<file path="src/rtl/demux_4out_nbit_reg.sv">
// Registered 1-to-4 N-bit demultiplexer with a one-deep valid/ready holding register per channel.
// Optional macro DEMUX_BCAST_EN adds a bcast input that loads all four channels at once.
module demux_4out_nbit_reg #(
  parameter int N = 8
) (
  input  logic         clk,
  input  logic         rst,
  input  logic [N-1:0] din,
  input  logic         in_valid,
  output logic         in_ready,
  input  logic         s1,
  input  logic         s0,
`ifdef DEMUX_BCAST_EN
  input  logic         bcast,
`endif
  output logic [N-1:0] A,
  output logic [N-1:0] B,
  output logic [N-1:0] C,
  output logic [N-1:0] D,
  output logic         a_valid,
  output logic         b_valid,
  output logic         c_valid,
  output logic         d_valid,
  input  logic         a_ready,
  input  logic         b_ready,
  input  logic         c_ready,
  input  logic         d_ready
);

  typedef enum logic {EMPTY = 1'b0, FULL = 1'b1} ch_state_t;

  logic [1:0]   sel_idx;
  logic [3:0]   sel_hot;
  logic [3:0]   hit;
  logic [3:0]   ready_vec;
  logic [3:0]   valid_vec;
  logic [3:0]   pop;
  logic [3:0]   free;
  logic [3:0]   load;
  logic         accept;
  logic [N-1:0] data_out [4];

  assign sel_idx   = {s1, s0};
  assign ready_vec = {d_ready, c_ready, b_ready, a_ready};
  assign pop       = valid_vec & ready_vec;
  // A channel can take a word if it is empty or is handing its word off this cycle.
  assign free      = ~valid_vec | pop;

  always_comb begin
    sel_hot          = 4'b0000;
    sel_hot[sel_idx] = 1'b1;
  end

`ifdef DEMUX_BCAST_EN
  assign hit      = bcast ? 4'b1111 : sel_hot;
  assign in_ready = !rst && (bcast ? (&free) : free[sel_idx]);
`else
  assign hit      = sel_hot;
  assign in_ready = !rst && free[sel_idx];
`endif

  assign accept = in_valid && in_ready;
  assign load   = accept ? hit : 4'b0000;

  generate
    for (genvar gi = 0; gi < 4; gi++) begin : g_ch
      ch_state_t    state_reg;
      ch_state_t    state_next;
      logic [N-1:0] data_reg;

      always_comb begin
        state_next = state_reg;
        case (state_reg)
          EMPTY:   if (load[gi]) state_next = FULL;
          FULL:    if (pop[gi] && !load[gi]) state_next = EMPTY;
          default: state_next = EMPTY;
        endcase
      end

      // Data is only overwritten on load; after a pop it keeps the last word.
      always_ff @(posedge clk) begin
        if (rst) begin
          state_reg <= EMPTY;
          data_reg  <= '0;
        end else begin
          state_reg <= state_next;
          if (load[gi]) data_reg <= din;
        end
      end

      assign valid_vec[gi] = (state_reg == FULL);
      assign data_out[gi]  = data_reg;
    end
  endgenerate

  assign A       = data_out[0];
  assign B       = data_out[1];
  assign C       = data_out[2];
  assign D       = data_out[3];
  assign a_valid = valid_vec[0];
  assign b_valid = valid_vec[1];
  assign c_valid = valid_vec[2];
  assign d_valid = valid_vec[3];

endmodule

</file>
<file path="config.mk">
export PLATFORM = sky130hd
export DESIGN_NAME = demux_4out_nbit_reg
export DESIGN_NICKNAME = d
export VERILOG_FILES = /design/src/rtl/demux_4out_nbit_reg.sv
export SDC_FILE = /design/constraint.sdc
export NUM_CORES = 1
export LEC_CHECK = 0
export BUFFER_PORTS_ARGS = -buffer_cell sky130_fd_sc_hd__buf_2
export CAP_MARGIN = 40
export CORE_MARGIN = 4
export CORE_UTILIZATION = 44
export CTS_CLUSTER_DIAMETER = 50
export DETAILED_ROUTE_END_ITERATION = 6
export GPL_TIMING_DRIVEN = 0
export PLACE_DENSITY = 0.75
export SLEW_MARGIN = 20
export SYNTH_ARGS = -nofsm -noshare
export SYNTH_HDL_FRONTEND = slang
export SYNTH_SLANG_ARGS = --single-unit
export TNS_END_PERCENT = 1
</file>
<file path="constraint.sdc">
create_clock -name clk -period 1.5 [get_ports clk]
set_input_delay 0.3 -clock clk [delete_from_list [all_inputs] [get_ports clk]]
set_output_delay 0.3 -clock clk [all_outputs]
set_load 0.01 [all_outputs]
</file>
==> reports/qor.txt, run 1 <==
Drt initial violations = 176
Placed Area = 0.00187 mm^2
Initial antenna violation count = 0
P per Cell Area = 889 mW/mm^2
Maximum vdd drop = 0.000508 V
RSZ-0062 raised after global routing = true
CTS tree = built
Vias in the first global route = 1469
Yosys reg bits = 36
FP Rows = 21
Final Max Tran Viols = 0
Leak Pwr = 0.847 nW
Worst-Skew Late Latency = 340 ps
Max Clk Rate = 560 MHz
Most common flop cell mapped by yosys = dfxtp_1
Bufs on Longest Clock Path = 2
CP max stage delay = 480 ps
Final period util = 119%
Placed Instances = 264
Total core area = 0.00336 mm^2
Share of cells above drive strength 1 = 37.6%
CTS Buf Count = 5
Relative slew slack = 59.2%
Port Buffer Count = 51
Ys Warns = 0
Diodes inserted = 0
Fin area = 0.00201 mm^2
Setup WS post-layout = -284 ps
Die width = 67.1 um
Hold slack final = 143 ps
# Max-Cap Violations = 0
Area Growth Syn to Fin = 30.9%
Initial Util = 45.8%
Pre-antenna DRT Iters = 6
First-pass GRT wire length = 7100 um
Violated checks = negative setup slack
H-Tree Depth = 2
Clock Sink Count = 36
Worst path arrival time = 1480 ps
Gpl congestion = 0.812
Slowest library cell on the worst path = mux4_2
CP required = 1200 ps
Ports = 54
Largest net degree at the start of global routing = 11
WS Path Type = flop to primary output
NumNets Final = 246
Cell count after synthesis = 167
Clock Skews = 5.02 ps
Mean Syn Cell Area = 9.22 um^2
Pre-CTS setup slack = -202 ps
Avg WL per Cell = 15.7 um
Critical Path End Type = primary output
Post-synth ARST share = 0%
DR vias = 1564
Flop-to-flop setup slack = 320 ps
Top delay family on crit path = multiplexers
Vias per std cell = 5.69
Drt total wl = 4330 um
Critical path peak fanout = 2
Non-filler cells, final = 275
Post-synthesis sequential area ratio = 46.8%
Detailed Place HPWL = 3060 um
Die area = 0.00451 mm^2
Worst setup SP type = flop
All-layer global routing usage = 20.9%
Root Driver = clkbuf_4
Post-DRT Antenna Nets = 0
Min-Delay Path Class = input pin to flop
Syn Nets = 184
GR Overflow Total = 0
Clock transition at path regs = 100 ps
Final setup vio count = 1
DR DRC count = 0
Worst-Margin Slew = 609 ps
WP buf/inv = 1
Netlist cell types = 24
Hold Violations, Final = 0
Fin crit period = 1780 ps
TNS Setup = -284 ps
Post-Syn Area = 0.00154 mm^2
EDFF count, synth = 0
Critical path, cell by cell = nor2b_4 > mux4_2 > nor2_4 > buf_6
Status = finished, violations left
Die Y-Extent = 67.1 um
## cells in the final DEF, fill, tap and decap left out, types with 5 or more instances in the layout
master     n
buf_2     52
dfxtp_1   32
a21oi_1   20
nand4_1   16
o31ai_1   16
o311ai_0  14
o21ai_0   14
inv_1      9
buf_4      8
clkbuf_1   7
clkbuf_4   5
## cells in the mapped netlist, types with 2 or more instances
cell type	n	area share, %
nor2_1	3	0.73
nand2b_1	4	1.6
a21oi_1	20	6.5
nor2b_1	4	1.6
o311ai_2	2	2.1
o21ai_0	14	4.6
o21ai_1	2	0.65
buf_2	2	0.65
o311ai_0	14	8.0
clkbuf_1	11	2.7
buf_6	2	1.5
o31ai_1	16	7.8
dfxtp_1	36	47
buf_1	4	0.98
nand4_1	16	6.5
inv_1	9	2.2
## kinds of logic (layout without fill, tap and decap cells)
group	count (synthesis)	after routing	share of synthesized area (%)
muxes	1	1	1.46
and+or+nand+nor	33	33	13.9
buffers and inverters	29	91	8.21
DFF	36	36	46.8
AOI/OAI and AO/OA	68	68	29.6
## cell type report
class | count | area, um^2
multi-input combinational | 102 | 729
fill | 323 | 1350
clock buffer | 7 | 65.1
inverter | 10 | 40.0
timing repair buffer | 59 | 322
buffer | 15 | 75.1
tap | 46 | 57.6
sequential | 36 | 726
## metal layers
layer  GRT usage (%)  wire (um)  vias up
li1                -          -      765
met5               0          0        -
met1            28.0       1930      716
met4            7.34         76        0
met2            32.5       1980       74
met3            5.16        344        9
## what timing repair did
action                                  in CTS  in global routing
hold buffers                                 0                  0
pin swaps                                    1                  0
endpoints found under the setup margin       1                  1
buffers inserted                             8                  0
resized for setup                           12                  0
## power by group
part | internal (mW) | switching (mW)
clock | 0.266 | 0.316
combinational | 0.0798 | 0.134
sequential | 0.983 | 0.0131
## path summary, 6_finish.rpt
| check | start | to | cells after the start |
|---|---|---|---|
| worst max-delay path | d_valid$_SDFF_PP0_ | in_ready | 4 |
| worst min-delay path | rst | D[0]$_SDFFE_PP0P_ | 2 |
| worst max register to register | a_valid$_SDFF_PP0_ | A[4]$_SDFFE_PP0P_ | 4 |
| worst min register to register | C[6]$_SDFFE_PP0P_ | C[6]$_SDFFE_PP0P_ | 2 |
## flip-flops by register name, summed over array words and instances (netlist names)
| signal | flops |
|---|---|
| b_valid | 1 |
| A | 8 |
| D | 8 |
| d_valid | 1 |
| a_valid | 1 |
| B | 8 |
| C | 8 |
| c_valid | 1 |
## per-stage QoR
stage	total power [mW]	utilization (%)
after floorplan	1.13	-
after global placement	1.21	55.7
after detailed placement	1.22	55.7
after CTS	1.80	59.9
after global routing	1.86	59.9
final	1.79	59.9
No activity file was read; power rests on OpenSTA's default activity.
==> run 2: changes to the inputs <==
Settings changed: CORE_ASPECT_RATIO set to 1.25.
==> run 2 against run 1 <==
Effect of this change:
- the flow still finishes with violations (negative setup slack)
- total power grew 9.6%
- setup slack better by 51 ps
- largest power group unchanged
- critical endpoint unchanged
- via count is 0.96% higher
- critical path depth did not move
- global-route usage up 0.14 points
==> reports/qor.txt, run 2 (synthesis results as in run 1) <==
Final setup vio count = 1 (unchanged)
DR DRC count = 0 (unchanged)
Placed Area = 0.00186 mm^2 (-0.60%)
DR vias = 1579 (+0.96%)
Avg WL per Cell = 16.6 um (+5.5%)
Hold depth = 2 (unchanged)
Die width = 60.9 um (-9.3%)
Worst setup SP type = flop
Initial antenna violation count = 0 (unchanged)
Pre-antenna DRT Iters = 4 (-2)
# Max-Cap Violations = 0 (unchanged)
Setup WS post-layout = -233 ps (+50.9 ps)
Leak Pwr = 0.849 nW (+0.25%)
Hold_buf cts = 0 (unchanged)
TNS Setup = -233 ps (+50.9 ps)
# fillers = 303 (-6.2%)
Worst-Margin Slew = 645 ps (+35.9 ps)
Worst-Skew Late Latency = 290 ps (-50 ps)
NumNets Final = 244 (-0.81%)
Vias per std cell = 5.98 (+5.2%)
CP max stage delay = 470 ps (about the same)
Final Max Tran Viols = 0 (unchanged)
Relative slew slack = 56.8% (-2.4 points)
Vias in the first global route = 1538 (+4.7%)
Largest net degree at the start of global routing = 11 (unchanged)
Critical Path End Type = primary output
Final period util = 116% (-3.4 points)
GR Overflow Total = 0 (unchanged)
Clock Skews = 4.28 ps (-0.742 ps)
Min-Delay Path Class = input pin to flop
Reg2Reg Depth = 4 (unchanged)
Hold Violations, Final = 0 (unchanged)
Gpl congestion = 0.852 (+4.9%)
All-layer global routing usage = 21.0% (+0.14 points)
Commonest non-fill, non-tap cell in the layout = buf_2
Violated checks = negative setup slack
P per Cell Area = 972 mW/mm^2 (+9.3%)
Pre-CTS setup slack = -184 ps (+17.9 ps)
Sequential share of power = 50.7% (-4.9 points)
Initial Util = 46.9% (+1.2 points)
Worst path arrival time = 1430 ps (-50 ps)
Placed Instances = 255 (-3.4%)
Share of cells above drive strength 1 = 37.0% (-0.55 points)
FP Rows = 23 (+9.5%)
Die Y-Extent = 74.1 um (+10%)
Post-DRT Antenna Nets = 0 (unchanged)
Clock share of power = 38.5% (+6.0 points)
Ports = 54 (unchanged)
H-Tree Depth = 2 (unchanged)
Clock transition at path regs = 70 ps (-30 ps)
Die area = 0.00451 mm^2 (+0.13%)
Flop-to-flop setup slack = 310 ps (about the same)
Area Growth Syn to Fin = 31.2%
Critical path peak fanout = 3 (+1)
Fin area = 0.00202 mm^2 (+0.25%)
CP required = 1200 ps (about the same)
Clock Sink Count = 36 (unchanged)
Switching power = 492 uW (+6.3%)
Drt initial violations = 58 (-67%)
Critical path, cell by cell = nor2b_4 > mux4_2 > nor2_4 > buf_6
CTS tree = built
Slowest library cell on the worst path = mux4_2
Max Clk Rate = 577 MHz (+2.9%)
Non-filler cells, final = 264 (-4.0%)
Diodes inserted = 0 (unchanged)
Most frequent cells in the layout = buf_2 (52), dfxtp_1 (32), a21oi_1 (20)
WS Path Type = flop to primary output
First-pass GRT wire length = 7090 um (-0.20%)
Fin crit period = 1730 ps (-50.9 ps)
Maximum vdd drop = 0.000818 V (+61%)
Sw frac = 25.1% (-0.76 points)
Detailed Place HPWL = 3170 um (+3.7%)
Internal = 1.47 mW (+11%)
RSZ-0062 raised after global routing = true
Comb power frac = 10.8% (-1.1 points)
CTS Buf Count = 5 (unchanged)
Bufs on Longest Clock Path = 2 (unchanged)
Root Driver = clkbuf_8
Port Buffer Count = 51 (unchanged)
Total core area = 0.00328 mm^2 (-2.5%)
Status = finished, violations left
Drt total wl = 4390 um (+1.2%)
Final Power = 1.96 mW (+9.6%)
==> run 2: cell count changes in the layout (fill, tap and decap cells not counted) <==
cell / delta
buf_4: -2
clkbuf_4: -5
clkbuf_8: +5
==> run 2: worst paths after layout <==
check / startpoint / to
worst max-delay path: c_valid$_SDFF_PP0_ / in_ready
worst min-delay path: rst / D[0]$_SDFFE_PP0P_
worst max register to register: b_valid$_SDFF_PP0_ / B[1]$_SDFFE_PP0P_
worst min register to register: C[4]$_SDFFE_PP0P_ / C[4]$_SDFFE_PP0P_
==> run 2: power groups by stage <==
stage / sequential, mW / combinational [mW] / clock, mW
after floorplan: 1.03 / 0.0995 / 0
after global placement: 1.02 / 0.197 / 0
after detailed placement: 1.02 / 0.200 / 0
after CTS: 0.996 / 0.211 / 0.767
after global routing: 0.998 / 0.231 / 0.809
final: 0.996 / 0.212 / 0.755
==> run 2: layout make-up <==
| type | count | area [um^2] | area share, % |
|---|---|---|---|
| Buffer | 15 | 75.1 | 3.72 |
| Multi-Input combinational cell | 102 | 729 | 36.1 |
| Inverter | 10 | 40.0 | 1.98 |
| Sequential cell | 36 | 726 | 35.9 |
| Tap cell | 37 | 46.3 | 2.29 |
| Clock buffer | 7 | 96.3 | 4.77 |
| Timing Repair Buffer | 57 | 307 | 15.2 |
==> run 2: worst max-delay path, delay by kind of cell, from the launching register on <==
family,cells,cell delay (ps)
buf+inv,1,110
flops,1,330
mux,1,470
simple gates,2,230
==> run 2: metal layers <==
layer / global-route usage (%) / part of all wire, %
met2: 33.7 / 49
met3: 6.60 / 8.9
met1: 25.9 / 41
met5: 0 / 0
met4: 8.43 / 1.8
==> run 2: through the flow <==
step           util (%)  hold slack, ps
6_report           61.6             192
5_1_grt            61.6             185
4_1_cts            61.6             184
3_5_place_dp       56.8             458
3_3_place_gp       56.8             458
2_1_floorplan         -             446
==> run 2: repair_timing <==
action / 4_1_cts / 5_1_grt
gates resized for setup: 12 / 0
pin swaps: 1 / 0
setup buffers: 6 / 0
endpoints found under the setup margin: 1 / 1
==> run 3: changes to the inputs <==
==> constraint.sdc (replaced) <==
create_clock -name clk -period 1.5 [get_ports clk]
set_input_delay 0.225 -clock clk [delete_from_list [all_inputs] [get_ports clk]]
set_output_delay 0.225 -clock clk [all_outputs]
set_load 0.01 [all_outputs]
==> run 3 against run 2 <==
Effect of this change:
- the run still ends with negative setup slack left
- register-to-register slack lost 20 ps
- maximum frequency grew 4.7%
- count of clock-buffer cells in the layout is the same
- flip-flop and latch count is the same
- total power grew 9.0%
- largest cell class is now flip-flops and latches
==> reports/qor.txt, run 3 (synthesis results as in run 1) <==
Status = finished, violations left
Violated checks = negative setup slack
Hold Violations, Final = 0 (unchanged)
Port Buffer Count = 51 (unchanged)
CP required = 1270 ps (+70 ps)
P per Cell Area = 1050 mW/mm^2 (+7.8%)
Leak Pwr = 0.862 nW (+1.5%)
Post-DRT Antenna Nets = 0 (unchanged)
Commonest non-fill, non-tap cell in the layout = buf_2
RSZ-0062 raised after global routing = true
Comb power frac = 9.9% (-0.9 points)
# fillers = 301 (-0.66%)
Worst-Skew Late Latency = 290 ps (about the same)
Maximum vdd drop = 0.000758 V (-7.4%)
TNS Setup = -155 ps (+78.3 ps)
Final Max Tran Viols = 0 (unchanged)
Die Y-Extent = 74.1 um (unchanged)
Most frequent cells in the layout = buf_2 (53), dfxtp_1 (32), a21oi_1 (20)
GR Overflow Total = 0 (unchanged)
Fin area = 0.00204 mm^2 (+1.1%)
Clock share of power = 43.6% (+5.1 points)
Die width = 60.9 um (unchanged)
Final setup vio count = 1 (unchanged)
Pre-CTS setup slack = -121 ps (+62.4 ps)
Clock Sink Count = 36 (unchanged)
Final period util = 110% (-5.2 points)
Internal = 1.65 mW (+12%)
Fin crit period = 1660 ps (-78.3 ps)
Sequential share of power = 46.5% (-4.2 points)
Min-Delay Path Class = input pin to flop
Worst path arrival time = 1430 ps (about the same)
Worst setup SP type = flop
Area Growth Syn to Fin = 32.7%
H-Tree Depth = 2 (unchanged)
Avg WL per Cell = 16.8 um (+0.92%)
Multi-input logic area = 724 um^2 (-0.69%)
Drt initial violations = 83 (+43%)
Hold slack final = 121 ps (-71.7 ps)
NumNets Final = 245 (+0.41%)
Critical path peak fanout = 3 (unchanged)
Vias in the first global route = 1550 (+0.78%)
Clock Skews = 5.92 ps (+1.65 ps)
Initial antenna violation count = 0 (unchanged)
# Max-Cap Violations = 0 (unchanged)
Max Clk Rate = 604 MHz (+4.7%)
Worst-Margin Slew = 572 ps (-73.5 ps)
FP Rows = 23 (unchanged)
DR vias = 1606 (+1.7%)
Switching power = 494 uW (+0.44%)
Total core area = 0.00328 mm^2 (unchanged)
CTS tree = built
First-pass GRT wire length = 6940 um (-2.0%)
Register Area = 726 um^2 (unchanged)
Sw frac = 23.1% (-2.0 points)
Initial Util = 46.9% (unchanged)
All-layer global routing usage = 20.6% (-0.36 points)
Largest net degree at the start of global routing = 12 (+1)
Placed Area = 0.00184 mm^2 (-1.2%)
Drt total wl = 4460 um (+1.7%)
WS Path Type = flop to primary output
Ports = 54 (unchanged)
Diodes inserted = 0 (unchanged)
Vias per std cell = 6.04 (+0.95%)
Bufs on Longest Clock Path = 2 (unchanged)
Setup WS post-layout = -155 ps (+78.3 ps)
Relative slew slack = 61.7% (+4.9 points)
Gpl congestion = 0.894 (+4.9%)
Die area = 0.00451 mm^2 (unchanged)
Critical Path End Type = primary output
CTS Buf Count = 5 (unchanged)
Detailed Place HPWL = 3140 um (-1.2%)
Clock transition at path regs = 70 ps (about the same)
Hold_buf cts = 0 (unchanged)
Share of cells above drive strength 1 = 37.1% (+0.11 points)
DR DRC count = 0 (unchanged)
Root Driver = clkbuf_8
Pre-antenna DRT Iters = 4 (unchanged)
-- run 3: worst paths after layout --
check                startpoint                 to  slack, ps  cells after the start
max          c_valid$_SDFF_PP0_           in_ready       -160                      4
min                         rst  D[0]$_SDFFE_PP0P_        120                      2
max reg2reg  b_valid$_SDFF_PP0_  B[7]$_SDFFE_PP0P_        290                      4
min reg2reg   C[6]$_SDFFE_PP0P_  C[6]$_SDFFE_PP0P_        470                      2
-- run 3: power groups by stage --
stage / logic (mW) / clock network (mW) / registers (mW)
6_report: 0.211 / 0.933 / 0.996
2_1_floorplan: 0.0960 / 0 / 1.03
3_3_place_gp: 0.194 / 0 / 1.02
4_1_cts: 0.207 / 0.948 / 0.995
5_1_grt: 0.229 / 0.983 / 0.999
3_5_place_dp: 0.197 / 0 / 1.02
-- run 3: critical path, stage by stage, from the launching register on --
cell and delay (ps):
dfxtp_2 320, nor2b_4 130, mux4_2 450, nor2_2 100, buf_2 140
-- run 3: layout make-up --
class                      instances  area share (%)
sequential                        36            35.5
multi-input combinational        102            35.5
timing repair buffer              58            15.1
clock buffer                       7            4.72
buffer                            15            3.62
tap                               37            2.27
inverter                          10            1.84
clock inverter                     1            1.47
-- run 3: per-stage QoR --
| stage | util, % | power (mW) | cells |
|---|---|---|---|
| 2_1_floorplan | - | 1.13 | 167 |
| 3_3_place_gp | 56.1 | 1.21 | 255 |
| 3_5_place_dp | 56.1 | 1.21 | 255 |
| 4_1_cts | 62.1 | 2.15 | 266 |
| 5_1_grt | 62.2 | 2.21 | 266 |
| 6_report | 62.2 | 2.14 | 266 |
-- run 3: routing by layer --
metal | vias to the layer above | track usage, % | part of all wire (%)
met4 | 0 | 11.1 | 2.5
li1 | 757 | - | -
met2 | 73 | 33.3 | 47
met3 | 12 | 4.86 | 8.1
met5 | - | 0 | 0
met1 | 764 | 25.1 | 43
-- run 3: what timing repair did --
| item | 4_1_cts | 5_1_grt |
|---|---|---|
| endpoints found under the setup margin | 1 | 1 |
| pin swaps | 1 | 1 |
| hold endpoints to repair | 0 | 0 |
| buffers inserted | 7 | 0 |
| resized for setup | 11 | 2 |
